[config.mk]
export PLATFORM = sky130hd
export DESIGN_NAME = vga_sync_gen
export DESIGN_NICKNAME = d
export VERILOG_FILES = /design/src/rtl/vga_sync_gen.sv
export SDC_FILE = /design/constraint.sdc
export NUM_CORES = 1
export LEC_CHECK = 0
export ABC_AREA = 1
export CAP_MARGIN = 20
export CORE_UTILIZATION = 50
export CTS_BUF_LIST = sky130_fd_sc_hd__clkbuf_4
export CTS_CLUSTER_DIAMETER = 30
export DETAILED_ROUTE_END_ITERATION = 8
export PLACE_DENSITY = 0.77
export SYNTH_ARGS = -nofsm -noshare
export SYNTH_HDL_FRONTEND = slang
export SYNTH_SLANG_ARGS = --single-unit
[constraint.sdc]
create_clock -name clk -period 2.7 [get_ports clk]
set_input_delay 0.405 -clock clk [delete_from_list [all_inputs] [get_ports clk]]
set_output_delay 0.405 -clock clk [all_outputs]
set_load 0.005 [all_outputs]
[src/rtl/vga_sync_gen.sv]
// VGA raw timing generator: free-running column/row counters plus sync and
// active-video flags delayed to line up with the downstream RAM read.
module vga_sync_gen #(
    parameter int H_SYNC   = 120,
    parameter int H_BACK   = 64,
    parameter int H_ACTIVE = 800,
    parameter int H_FRONT  = 56,
    parameter int V_SYNC   = 6,
    parameter int V_BACK   = 23,
    parameter int V_ACTIVE = 600,
    parameter int V_FRONT  = 37,
    parameter bit SYNC_POL = 1'b1,
    parameter int PIPE_DLY = 2
) (
    input  logic        clk,
    input  logic        rst_n,
    output logic [10:0] c1,
    output logic [10:0] c2,
    output logic        hsync,
    output logic        vsync,
    output logic        ready,
    output logic        frame_start,
    output logic        line_start
);

    localparam int H_TOTAL = H_SYNC + H_BACK + H_ACTIVE + H_FRONT;
    localparam int V_TOTAL = V_SYNC + V_BACK + V_ACTIVE + V_FRONT;

    localparam logic [10:0] H_LAST   = 11'(H_TOTAL - 1);
    localparam logic [10:0] V_LAST   = 11'(V_TOTAL - 1);
    localparam logic [10:0] H_SYNC_E = 11'(H_SYNC);
    localparam logic [10:0] V_SYNC_E = 11'(V_SYNC);
    localparam logic [10:0] H_ACT_LO = 11'(H_SYNC + H_BACK);
    localparam logic [10:0] H_ACT_HI = 11'(H_SYNC + H_BACK + H_ACTIVE);
    localparam logic [10:0] V_ACT_LO = 11'(V_SYNC + V_BACK);
    localparam logic [10:0] V_ACT_HI = 11'(V_SYNC + V_BACK + V_ACTIVE);

    generate
        if (H_TOTAL > 2048 || V_TOTAL > 2048) begin : g_bad_total
            $error("vga_sync_gen: H_TOTAL/V_TOTAL must fit 11-bit counters");
        end
        if (PIPE_DLY < 1 || PIPE_DLY > 4) begin : g_bad_dly
            $error("vga_sync_gen: PIPE_DLY must be in 1..4");
        end
    endgenerate

    logic h_last;
    logic hs_raw, vs_raw, act_raw;

    // Each stage holds {hs, vs, act} in asserted-high form; polarity applied at the tail.
    logic [PIPE_DLY-1:0][2:0] dly_pipe;

    assign h_last = (c1 == H_LAST);

    always_ff @(posedge clk or negedge rst_n) begin
        if (!rst_n) begin
            c1 <= '0;
            c2 <= '0;
        end else begin
            c1 <= h_last ? 11'd0 : c1 + 11'd1;
            if (h_last)
                c2 <= (c2 == V_LAST) ? 11'd0 : c2 + 11'd1;
        end
    end

    assign hs_raw  = (c1 < H_SYNC_E);
    assign vs_raw  = (c2 < V_SYNC_E);
    assign act_raw = (c1 >= H_ACT_LO) && (c1 < H_ACT_HI) &&
                     (c2 >= V_ACT_LO) && (c2 < V_ACT_HI);

    always_ff @(posedge clk or negedge rst_n) begin
        if (!rst_n) begin
            dly_pipe <= '0;
        end else begin
            dly_pipe[0] <= {hs_raw, vs_raw, act_raw};
            for (int i = 1; i < PIPE_DLY; i++)
                dly_pipe[i] <= dly_pipe[i-1];
        end
    end

    assign hsync = dly_pipe[PIPE_DLY-1][2] ~^ SYNC_POL;
    assign vsync = dly_pipe[PIPE_DLY-1][1] ~^ SYNC_POL;
    assign ready = dly_pipe[PIPE_DLY-1][0];

    assign line_start  = (c1 == 11'd0);
    assign frame_start = (c1 == 11'd0) && (c2 == 11'd0);

endmodule

# Word level (Yosys, flattened, before mapping)
# Index checks and enable logic that the tools add are counted.
# totals
ff_bits	28
latchBits	0
ram_bits	0
mem_bits_ro	0
inputBits	2
out_inout_bits	27
wordCells	22
memories	0
# op_classes
add_sub_neg	2
n_mul	0
n_div	0
order_cmp	6
eq_ne	2
shifts	0
muxes	2
bitwise	0
n_reduce_logical	6
# ops
cell	count
$add A11 B1 Y11 const B	2
$logic_not A11 Y1	2
$lt A11 B10 Y1 const B	2
$mux W11	2
$eq A11 B10 Y1 const B	1
$eq A11 B11 Y1 const B	1
$ge A11 B5 Y1 const B	1
$ge A11 B8 Y1 const B	1
$lt A11 B3 Y1 const B	1
$lt A11 B7 Y1 const B	1
$logic_and A1 B1 Y1	4

# Logic depth before layout (Yosys ltp)
# depth
ltp_word	4
ltp_mapped	9
mapped_depth_nobuf	9

# Worst setup path before layout
# No wires, ideal clock.
# synth_timing
kind	reg-to-output
startpoint	register c2[0]
endpoint	output port frame_start
t_arrival_ns	1.119
required_ns	2.295
path_slack_ns	1.176
path_stages_with_launch	6
n_path_buf	0
cell_sequence	dfrtp_1 inv_1 ha_1 nor3b_1 nand4_1 nor3_1
# synth_via
elab_chain_len	2
# synth_rtl
element	line	source
start, declared	18	output logic [10:0] c2,
start signal, assigned	62	c2 <= (c2 == V_LAST) ? 11'd0 : c2 + 11'd1;
$logic_not A11 Y1	86	assign frame_start = (c1 == 11'd0) && (c2 == 11'd0);
$logic_and A1 B1 Y1	86	
end, declared	22	output logic frame_start,
# No other way between the ends.

# Final worst setup path
# Ends and elaborated chain as after synthesis.

==> run metrics <==
synthesized area 1600 sq um; cts hold-fix bufs 0; Worst slew margin 76.0%; # IOs 29; clk sinks 28; CTS tree yes; setup repair after global routing missed its margin false; vias per std cell 5.06; Layout Skew 8.54 ps; crit-path max FO 6; Synth Register Bits 28; gr usage total 21.7%; most common cell in the netlist nand2_1; Reg clk slew, reported paths 160 ps; share of layout cells above drive strength 1 4.07%; via count 1466; share of Yosys cell area claimed by the top area cell type 43.9%; Skew-Pair Late Insertion Delay 330 ps; count of cells resized by post-cts repair 0; Worst-Margin Slew 359 ps; drt wl/cell 11.5 um; critical path launch point type register; Async S/R FF share, synth 100%; final net count 254; post-route ant nets 0; Ys Warns 0; Max Fclk 0.388 GHz; drt first pass iters 4; outcome finished, final reports clean; setup ws final 121 ps; FP Rows 20; top_reg_cell synth dfrtp_1; DRT Wirelength 3.33 mm; Max Root-Sink Buffers 2; IO buf count 28; Hold EP ready; Synth-to-Final Area Change 23.3%; Slew Viols, Final 0; # H-tree levels 1; final hold vios 0; WP data arrival 2170 ps; worst slack at placement 554 ps; Placer Congestion 0.970; crit end category primary output; most frequent cells after synthesis 49 x nand2_1, 33 x inv_1, 31 x nor2_1, 28 x dfrtp_1, 25 x nand3_1; Post-Syn Instances 216; accumulated negative setup slack 0 ps; hold crit path type register to register; global-route wire length before repair 5.60 mm; Post-CTS Setup Bufs 0; antenna fix cells 0; top cells by area, synth dfrtp_1 44%, nand2_1 12%, nand3_1 7.8%; worst hold slack 367 ps; DIE WIDTH 58.5 um; Root Buffer clkbuf_4; largest net degree at the start of global routing 29; R2R Setup Slk 1040 ps; Remaining DRCs 0; crit path time final 2580 ps; Num CTS Buffers 3; Worst EP required 2300 ps; GRT Residual Overflow 0; r2r startpoint c1[0]; Peak supply drop 0.239 mV; syn nets 223; Pleak 0.915 nW; EDFF count, synth 0; min-delay src dly_pipe[0]; hpwl dp 2.50 mm; Yosys cell types 23; Core Region 3050 sq um; largest area contributor in the netlist dfrtp_1; CP Class register to primary output; vias in the first global route 1233; pwr/cell area 362 nW/um^2; hold depth 0; Initial Util 52.3%; Die ar. 3430 sq um; max_cap viols 0; sequential fraction of the synthesis area 43.9%; die height 58.5 um; Reg-to-Reg End c2[8]; Setup violations, final 0; mean post-synth cell area 7.40 sq um; Worst Reg-to-Reg Cells 8; antenna violations before repair 0; post-route clock period utilization 95.5%; Initial DRC Count 57
[layout by cell type, fill, tap and decap left out, types with 2 or more instances in the layout]
cell type and n:
dfrtp_1 28, inv_1 33, nand4_1 8, nor3_1 6, nor2_4 2, nand2_1 49
nand3_1 25, clkdlybuf4s50_1 28, xor2_1 2, a21oi_1 3, o21ai_0 13, ha_1 5
nor2_1 31, clkbuf_4 3
[kinds of logic after synthesis]
family | Yosys count | synth area share [%]
AO/OA/AOI/OAI | 17 | 5.40
XOR/XNOR | 3 | 1.64
adder cells (fa/ha/maj) | 5 | 3.92
buffers and inverters | 36 | 9.24
flip-flops | 28 | 43.9
AND/OR/NAND/NOR | 127 | 35.9
[worst max-delay path, stage by stage, from the launching register on]
cell             delay [ps]
dfrtp_1                 470
inv_1                   180
ha_1                    170
nor3b_1                 180
nand4_1                 120
nor3_1                  190
clkdlybuf4s50_1         530
[power by group]
part | leakage (nW) | internal (mW) | total [mW] | switching (mW)
Clock | 0.0279 | 0.150 | 0.283 | 0.132
Sequential | 0.356 | 0.420 | 0.420 | 0
Combinational | 0.531 | 0.00222 | 0.00992 | 0.00771
[state kept, by name, indices dropped and copies added (netlist names)]
signal and count:
c1 11, c2 11, dly_pipe 3, hsync 1, ready 1, vsync 1
[worst max-delay path by stage]
stage	slack (ps)	start	cells after the start	to
final	120	c2[0]	6	frame_start
after global routing	7	c2[0]	6	frame_start
after CTS	140	c2[0]	6	frame_start
after detailed placement	550	c2[0]	6	frame_start
after global placement	570	c2[0]	6	frame_start
after floorplan	1180	c2[0]	5	frame_start
[metrics by stage]
step / utilization [%] / power (mW) / cell area (sq um) / cells
global placement: 62.8 / 0.438 / 1920 / 286
floorplan: - / 0.427 / 1600 / 216
CTS: 64.5 / 0.719 / 1970 / 290
finish: 64.5 / 0.712 / 1970 / 290
detailed placement: 62.8 / 0.438 / 1920 / 286
global route: 64.5 / 0.736 / 1970 / 290
[per-layer routing]
metal / vias up / global-route usage [%] / routed length (um)
met1: 661 / 31.8 / 1630
li1: 754 / - / -
met3: 4 / 3.08 / 163
met5: - / 0 / 0
met2: 47 / 32.7 / 1490
met4: 0 / 8.16 / 36
[area by class of cell]
type | count | area [sq um]
well taps | 44 | 55.1
inverters | 33 | 124
fillers | 289 | 1080
clock buffers | 3 | 22.5
flip-flops and latches | 28 | 701
clock inverters | 1 | 30.0
multi-input cells | 152 | 749
repair buffers | 29 | 288
No activity file was read; power rests on OpenSTA's default activity.
